[src/rtl/aidc_lite_decomp_zrle_gen.sv]
// Zero-run-length (nonzero-mask) block decompressor.
// A compressed block is a bit stream, MSB first. The first HDR_W bits of the sop word are a
// header and are dropped. The stream then holds NUM_BEATS beat codes. Each code is a
// LANES-bit nonzero mask followed by the nonzero words in descending lane order.
//
// Ports:
//   clk, rst_n             clock, asynchronous active-low reset
//   valid_i/ready_o        input word handshake; sop_i/eop_i mark the first/last word of a block
//   data_i                 code word, MSB first in the stream
//   valid_o/ready_i        output beat handshake
//   addr_o, data_o         beat index and decoded beat; both are zero whenever no beat is held,
//                          so they can be ORed with sibling decompressors
//   done_o                 block fully emitted (high from reset until the next sop)
//   err_o                  sticky protocol error
module aidc_lite_decomp_zrle_gen #(
  parameter int unsigned WORD_W    = 16,
  parameter int unsigned LANES     = 4,
  parameter int unsigned NUM_BEATS = 16,
  parameter int unsigned IN_W      = 32,
  parameter int unsigned HDR_W     = 2,
  parameter int unsigned BUF_W     = 256
) (
  input  logic                          clk,
  input  logic                          rst_n,
  input  logic                          valid_i,
  output logic                          ready_o,
  input  logic                          sop_i,
  input  logic                          eop_i,
  input  logic [IN_W-1:0]               data_i,
  output logic                          valid_o,
  input  logic                          ready_i,
  output logic [$clog2(NUM_BEATS)-1:0]  addr_o,
  output logic [LANES*WORD_W-1:0]       data_o,
  output logic                          done_o,
  output logic                          err_o
);

  localparam int unsigned AW = $clog2(NUM_BEATS);
  localparam int unsigned CW = $clog2(BUF_W + 1);
  localparam int unsigned DW = LANES * WORD_W;

  logic [BUF_W-1:0] buf_q, buf_d;
  logic [CW-1:0]    cnt_q, cnt_d;
  logic [AW:0]      beat_q, beat_d;   // beats decoded so far in this block
  logic             eop_seen_q, eop_seen_d;
  logic             valid_q, valid_d;
  logic [AW-1:0]    addr_q, addr_d;
  logic [DW-1:0]    data_q, data_d;
  logic             done_q, done_d;
  logic             err_q, err_d;

  logic [LANES-1:0] mask;
  logic [CW-1:0]    blen;
  logic [DW-1:0]    beat_data;
  logic [BUF_W-1:0] word_win;
  logic [CW:0]      free_bits;
  logic             accept;
  logic             dec;
  logic [CW-1:0]    cnt_after;
  logic [BUF_W-1:0] buf_after;
  logic [CW:0]      cnt_sum;

  assign mask = buf_q[BUF_W-1 -: LANES];

  // Walk lanes from the top; each set mask bit takes the next word after the mask.
  always_comb begin
    beat_data = '0;
    word_win  = '0;
    blen      = CW'(LANES);
    for (int k = LANES - 1; k >= 0; k--) begin
      if (mask[k]) begin
        word_win = buf_q << blen;
        beat_data[k*WORD_W +: WORD_W] = word_win[BUF_W-1 -: WORD_W];
        blen = blen + CW'(WORD_W);
      end
    end
  end

  assign free_bits = (CW+1)'(BUF_W) - {1'b0, cnt_q};
  // Once the block is done the next sop must always get in, even if leftover bits fill the buffer.
  assign ready_o   = done_q | (~eop_seen_q & (free_bits >= (CW+1)'(IN_W)));
  assign accept    = valid_i & ready_o;

  assign dec = ~done_q & (beat_q != (AW+1)'(NUM_BEATS)) & (~valid_q | ready_i) &
               ((cnt_q >= blen) | eop_seen_q);

  assign cnt_after = ~dec ? cnt_q : ((cnt_q >= blen) ? cnt_q - blen : '0);
  assign buf_after = dec ? (buf_q << blen) : buf_q;
  assign cnt_sum   = {1'b0, cnt_after} + (CW+1)'(IN_W);

  always_comb begin
    buf_d      = buf_after;
    cnt_d      = cnt_after;
    beat_d     = beat_q;
    eop_seen_d = eop_seen_q;
    valid_d    = valid_q;
    addr_d     = addr_q;
    data_d     = data_q;
    done_d     = done_q;
    err_d      = err_q;

    if (dec) begin
      valid_d = 1'b1;
      addr_d  = beat_q[AW-1:0];
      data_d  = beat_data;
      beat_d  = beat_q + (AW+1)'(1);
    end else if (valid_q && ready_i) begin
      valid_d = 1'b0;
      addr_d  = '0;
      data_d  = '0;
    end

    if (valid_q && ready_i && (addr_q == AW'(NUM_BEATS - 1))) begin
      done_d = 1'b1;
    end

    if (accept) begin
      if (sop_i) begin
        // A sop restarts everything, dropping any beat or decode in flight.
        buf_d      = {data_i[IN_W-HDR_W-1:0], {(BUF_W-IN_W+HDR_W){1'b0}}};
        cnt_d      = CW'(IN_W - HDR_W);
        beat_d     = '0;
        done_d     = 1'b0;
        eop_seen_d = eop_i;
        valid_d    = 1'b0;
        addr_d     = '0;
        data_d     = '0;
        if (!done_q) err_d = 1'b1;
      end else begin
        // Bits past cnt are always zero, so OR-ing the new word in is enough.
        buf_d = buf_after | ({data_i, {(BUF_W-IN_W){1'b0}}} >> cnt_after);
        cnt_d = (cnt_sum > (CW+1)'(BUF_W)) ? CW'(BUF_W) : cnt_sum[CW-1:0];
        if (eop_i) eop_seen_d = 1'b1;
        if (done_q && eop_seen_q) err_d = 1'b1;
      end
    end
  end

  always_ff @(posedge clk or negedge rst_n) begin
    if (!rst_n) begin
      buf_q      <= '0;
      cnt_q      <= '0;
      beat_q     <= '0;
      eop_seen_q <= 1'b0;
      valid_q    <= 1'b0;
      addr_q     <= '0;
      data_q     <= '0;
      done_q     <= 1'b1;
      err_q      <= 1'b0;
    end else begin
      buf_q      <= buf_d;
      cnt_q      <= cnt_d;
      beat_q     <= beat_d;
      eop_seen_q <= eop_seen_d;
      valid_q    <= valid_d;
      addr_q     <= addr_d;
      data_q     <= data_d;
      done_q     <= done_d;
      err_q      <= err_d;
    end
  end

  assign valid_o = valid_q;
  assign addr_o  = addr_q;
  assign data_o  = data_q;
  assign done_o  = done_q;
  assign err_o   = err_q;

endmodule
[config.mk]
export PLATFORM = sky130hd
export DESIGN_NAME = aidc_lite_decomp_zrle_gen
export DESIGN_NICKNAME = d
export VERILOG_FILES = /design/src/rtl/aidc_lite_decomp_zrle_gen.sv
export SDC_FILE = /design/constraint.sdc
export NUM_CORES = 1
export LEC_CHECK = 0
export CAP_MARGIN = 40
export CORE_MARGIN = 2
export CORE_UTILIZATION = 25
export DETAILED_ROUTE_END_ITERATION = 8
export GPL_ROUTABILITY_DRIVEN = 0
export MAX_ROUTING_LAYER = met4
export PLACE_DENSITY = 0.5
export REMOVE_ABC_BUFFERS = 1
export SLEW_MARGIN = 5
export SYNTH_ARGS = -nofsm -noshare
export SYNTH_HDL_FRONTEND = slang
export SYNTH_SLANG_ARGS = --single-unit
[constraint.sdc]
create_clock -name clk -period 8.67 [get_ports clk]
set_input_delay 1.734 -clock clk [delete_from_list [all_inputs] [get_ports clk]]
set_output_delay 1.734 -clock clk [all_outputs]
set_load 0.005 [all_outputs]
==> flow_summary.yaml, run 1 <==
outcome:
  run_status: "completed"
yosys:
  async_flop_share_pct: 100
  synth.area.top_cells: "dfrtp_1 30%, mux2i_1 11%, nand2_1 7.3%"
  ys.flop_type: "dfrtp_1"
  synth_top_area_share_pct: 30.0
  yosys_warnings: 0
  netlist_instances: 3510
  ys_ff_latch: 342
  synth_cell_type_count: 94
  seq_area_frac_synth_pct: 30.1
  synth_edf_count: 0
  synthTopCellsByCount: "551 x nand2_1, 341 x a21oi_1, 341 x dfrtp_1"
  synth_area_sq_um: 28400
  yosys.cell_count.top_type: "nand2_1"
  synth_area_per_cell_sq_um: 8.09
  yosys.area.top_type: "dfrtp_1"
min_path:
  hold_class: "flop to flop"
  hold_start: "err_o"
  hold_path_depth: 1
  whs_endpoint: "err_o"
clock_tree:
  cts_hold_buffers: 0
  post_cts_buffers: 0
  path_clk_slew_ps: 70
  tritoncts: "built"
  cts_sinks: 342
  clk_latency_ps: 620
  htreeDepth: 2
  root_buffer: "clkbuf_16"
  cts_buffers: 44
  cts_resized: 0
  clockBufferDepth: 3
global_route:
  grt_start_max_net_pins: 161
  grt_usage_pct: 25.0
  grt-ovfl-total: 0
  first_global_vias: 29100
  grt_pass1_wl_mm: 213
  grt_antenna_before_repair: 2
critical_path:
  rrSetupSlack_ps: 1600
  cp_cell_sequence: "buf_4 > ha_1 > buf_4 > xnor2_1 > a211oi_1 > a21o_4 > inv_8 > ha_1 > a21o_1 > a21boi_0 > a211oi_4 > nor2_4 > buf_16 > mux2_2 > a222oi_1 > mux2i_1 > a22oi_1 > o22ai_1"
  crit_type: "flop to flop"
  critPathMaxFanout: 52
  reg2reg_to: "buf_q[149]"
  crit_required_ps: 9120
  cp_slowest_stage_delay_ps: 650
  crit-reg2reg-launch: "buf_q[255]"
  crit_arrival_ps: 7520
  startpoint: "buf_q[255]"
  crit_path_top_delay_cell: "a21boi_0"
  cp-end-kind: "flop"
  cp-start-kind: "flop"
  rr_worst_depth: 18
timing:
  skew_ps: 27.1
  slew_headroom_pct: 35.1
  period_needed_ps: 7070
  timing.final.crit_share_pct: 81.6
  finalHoldViolCount: 0
  rsz0062_at_grt: "false"
  slew_viol_final: 0
  clock.fmax_mhz: 141
  setup_viol: 0
  tightest_slew_ps: 970
final_layout:
  drive_above_1_share_pct: 10.3
  stdcell_count: 4981
  synthToLayoutAreaGrowth_pct: 15.3
  finalNetCount: 3496
routing:
  wirelength_mm: 146
  dr.first_iter.drc_count: 4997
  routed_via_density: 6.18
  drtAntennaViolNets: 0
  dr.pass1.iters: 8
  drc: 0
  vias: 30800
  wl_per_cell_um: 29.4
die:
  dieWidth_um: 341
  io_pins: 110
  fp.dieH_um: 341
  placementRows: 123
  coreArea_sq_um: 113000
  dieArea_sq_um: 116000
  start_util_pct: 25.2
placement:
  port_buffers: 109
  placedCellCount: 4896
  place_hpwl_mm: 103
flow_run:
  maxCapViolCount: 0
==> registers in the layout, summed over array words and instances, names as in the netlist <==
signal and flops:
data_o 64, addr_o 4, valid_o 1, beat_q 5, err_o 1, done_o 1
cnt_q 9, eop_seen_q 1, buf_q 256
==> worst max-delay path by stage <==
stage                             to  slack [ps]  cells past startpoint
after floorplan           buf_q[136]      -22740                     16
after global placement    buf_q[188]        1760                     18
after detailed placement  buf_q[203]        1850                     18
after CTS                 buf_q[203]        1830                     18
after global routing      buf_q[203]        1450                     18
final                     buf_q[149]        1600                     18
==> logic make-up after synthesis <==
family | after synthesis | share of synthesized area, %
other | 1 | 0.0132
adder cells (fa/ha/maj) | 14 | 0.617
XOR/XNOR | 10 | 0.335
buffers and inverters | 352 | 4.93
multiplexers | 400 | 17.3
AND/OR/NAND/NOR | 1177 | 18.0
AO/OA/AOI/OAI | 1214 | 28.6
flip-flops | 342 | 30.1
==> per-stage QoR <==
stage	setup slack (ps)	hold WS [ps]	utilization, %	cell area (sq um)	setup TNS (ps)
2_1_floorplan	-22740	451	-	27100	-7167270
3_3_place_gp	1760	440	27.6	31100	0
3_5_place_dp	1850	447	27.7	31200	0
4_1_cts	1830	474	29.1	32700	0
5_1_grt	1450	493	29.1	32800	0
6_report	1600	472	29.1	32800	0
==> placed cells by master, fill, tap and decap left out, drive strengths merged, types with 6 or more instances in the layout <==
| cell | instances |
|---|---|
| a211o | 8 |
| a211oi | 91 |
| a21o | 22 |
| a21oi | 345 |
| a221o | 23 |
| a221oi | 43 |
| a222oi | 12 |
| a22o | 20 |
| a22oi | 97 |
| a2bb2oi | 8 |
| a31oi | 50 |
| a32oi | 14 |
| and2 | 16 |
| and3 | 73 |
| buf | 108 |
| clkbuf | 62 |
| clkdlybuf4s50 | 108 |
| clkinv | 11 |
| dfrtp | 341 |
| ha | 14 |
| inv | 24 |
| mux2 | 29 |
| mux2i | 301 |
| mux4 | 70 |
| nand2 | 553 |
| nand3 | 145 |
| nand4 | 18 |
| nor2 | 291 |
| nor3 | 48 |
| o211a | 6 |
| o211ai | 42 |
| o21a | 26 |
| o21ai | 157 |
| o221ai | 26 |
| o22ai | 122 |
| o2bb2ai | 9 |
| o311ai | 14 |
| o31a | 8 |
| o31ai | 26 |
| o32ai | 8 |
==> metal layers <==
| metal | GRT usage (%) | wire length (um) | up-vias |
|---|---|---|---|
| met2 | 35.4 | 61500 | 1935 |
| met1 | 33.4 | 61500 | 15300 |
| met5 | - | 0 | - |
| li1 | - | - | 13200 |
| met4 | 12.0 | 8550 | 0 |
| met3 | 5.92 | 14900 | 405 |
==> worst max-delay path, delay by kind of cell, from the launching register on <==
| family | cells | cell delay [ps] |
|---|---|---|
| AOI/OAI and AO/OA | 8 | 3210 |
| xor gates and xnor gates | 1 | 110 |
| and+or+nand+nor | 1 | 520 |
| adders and majority gates | 2 | 570 |
| muxes | 2 | 740 |
| DFF | 1 | 340 |
| buffers and inverters | 4 | 1310 |
==> final cells by class <==
type,instances,area (sq um)
Antenna cell,2,5.00
Clock inverter,19,224
Sequential cell,342,8560
Tap cell,1500,1880
Timing Repair Buffer,216,2020
Fill cell,12200,79900
Inverter,24,108
Multi-Input combinational cell,2816,18700
Clock buffer,62,1310
Power of run 1 is left out: the tool's default activity adds up to more than one toggle a clock period on the data nets, which glitch-free logic cannot reach.
==> inputs of run 2 (changes only) <==
--- a/config.mk
+++ b/config.mk
@@ -11,7 +11,7 @@
 export DETAILED_ROUTE_END_ITERATION = 8
 export GPL_ROUTABILITY_DRIVEN = 0
 export MAX_ROUTING_LAYER = met4
-export PLACE_DENSITY = 0.5
+export PLACE_DENSITY = 0.52
 export REMOVE_ABC_BUFFERS = 1
 export SLEW_MARGIN = 5
 export SYNTH_ARGS = -nofsm -noshare
==> constraint.sdc (replaced) <==
create_clock -name clk -period 6.11 [get_ports clk]
set_input_delay 1.222 -clock clk [delete_from_list [all_inputs] [get_ports clk]]
set_output_delay 1.222 -clock clk [all_outputs]
set_load 0.005 [all_outputs]
==> run 2 against run 1 <==
  * The flow now finishes with violations (design-rule violations)
  * Sequential share of layout area fell by 0.23 points
  * Clock-buffer cell count fell by 1
  * Worst hold slack improved by 15 ps
  * Wire length rose by 1.1%
  * Critical path depth fell by 2
  * Largest cell class unchanged
==> flow_summary.yaml, run 2 (same netlist as run 1, synthesis figures left out) <==
timing:
  slew_viol_final: 0
  slew_headroom_pct: 9.07
  clock.fmax_mhz: 172
  timing.final.crit_share_pct: 94.9
  setup_tns_ps: 0
  tightest_slew_ps: 1360
  setup_viol: 0
  final.setup.worst_slack_ps: 309
  finalHoldViolCount: 0
  period_needed_ps: 5800
  whs_ps: 487
  rsz0062_at_grt: "false"
  skew_ps: 27.0
routing:
  routed_via_density: 6.20
  wirelength_mm: 148
  dr.pass1.iters: 9
  vias: 31200
  drc: 144
  dr.first_iter.drc_count: 4578
  wl_per_cell_um: 29.4
  drtAntennaViolNets: 0
die:
  fp.dieH_um: 341
  start_util_pct: 25.2
  dieWidth_um: 341
  coreArea_sq_um: 113000
  placementRows: 123
  dieArea_sq_um: 116000
  io_pins: 110
critical_path:
  rrSetupSlack_ps: 310
  rr_worst_depth: 16
  cp_cell_sequence: "inv_1 > ha_2 > buf_4 > a32o_4 > inv_4 > ha_1 > nand4b_1 > or4_1 > o221a_2 > nor2_4 > buf_4 > mux4_2 > a221oi_2 > mux2i_1 > a22oi_1 > o22ai_1"
  path_depth: 16
  crit_path_top_delay_cell: "a22oi_1"
  cp-end-kind: "flop"
  crit_type: "flop to flop"
  crit_required_ps: 6570
  crit-reg2reg-launch: "buf_q[254]"
  critPathMaxFanout: 18
  crit_family: "compound AO/OA/AOI/OAI gates"
  crit_arrival_ps: 6260
  reg2reg_to: "buf_q[205]"
  crit_path_frequent_cell: "buf_4"
  cp_slowest_stage_delay_ps: 630
  cp-start-kind: "flop"
  path_buf_inv: 4
global_route:
  grt_antenna_before_repair: 8
  grt_pass1_wl_mm: 214
  first_global_vias: 29800
  grt_usage_pct: 25.3
  grt_start_max_net_pins: 144
  grt-ovfl-total: 0
clock_tree:
  path_clk_slew_ps: 60
  root_buffer: "clkbuf_16"
  tritoncts: "built"
  cts_buffers: 43
  htreeDepth: 2
  clockBufferDepth: 3
  post_cts_buffers: 0
  clk_latency_ps: 630
  cts_sinks: 342
final_layout:
  regMostFlops: "buf_q"
  largest_reg_flops: 256
  drive_above_1_share_pct: 11.3
  finalNetCount: 3540
  most-common-layout-cells: "550 x nand2_1, 341 x dfrtp_1, 339 x a21oi_1"
  synthToLayoutAreaGrowth_pct: 16.3
  layout_commonest_cell: "nand2_1"
placement:
  port_buffers: 109
  place_hpwl_mm: 103
  post-place-ws_ps: 356
min_path:
  hold_class: "primary input to async pin"
outcome:
  violations: "design-rule violations"
  run_status: "finished with violations"
flow_run:
  maxCapViolCount: 0
## run 2: cell types whose count changed in the layout (fill, tap and decap cells not counted), sizes merged
cell	change
buf	+44
inv	+3
nor2	+1
clkbuf	-1
diode	+5
clkinv	-3
## run 2: metrics by stage
step	utilization (%)	cells	area, sq um
6_report	29.3	5030	33000
5_1_grt	29.3	5030	33000
4_1_cts	29.3	5022	33000
3_5_place_dp	28.0	4942	31600
3_3_place_gp	27.9	4934	31400
2_1_floorplan	-	3182	27100
## run 2: layout make-up
cell class	instances	area, sq um
Fill cell	12000	79600
Multi-Input combinational cell	2817	18700
Sequential cell	342	8560
Timing Repair Buffer	260	2360
Tap cell	1500	1880
Clock buffer	61	1240
Clock inverter	19	224
Inverter	24	108
Antenna cell	7	17.5
## run 2: timing repair
| action | CTS | global route |
|---|---|---|
| gates resized for setup | 0 | 0 |
| hold buffers | 0 | 0 |
| endpoints found under the setup margin | 0 | 2 |
## run 2: per-layer routing
layer	part of all wire, %	global-route usage [%]	vias up	routed length, um
met1	41	32.6	15300	60600
met2	41	35.4	2032	61400
met5	0	-	-	0
met4	6.9	14.8	0	10200
li1	-	-	13300	-
met3	11	6.75	519	15900
## run 2: worst max-delay path by stage
stage / startpoint / end / slack (ps)
2_1_floorplan: buf_q[255] / buf_q[136] / -25300
3_3_place_gp: buf_q[254] / buf_q[103] / 540
3_5_place_dp: buf_q[254] / buf_q[77] / 360
4_1_cts: buf_q[254] / buf_q[205] / 340
5_1_grt: buf_q[254] / buf_q[141] / 140
6_report: buf_q[254] / buf_q[205] / 310
Power of run 2 is left out for the same reason.
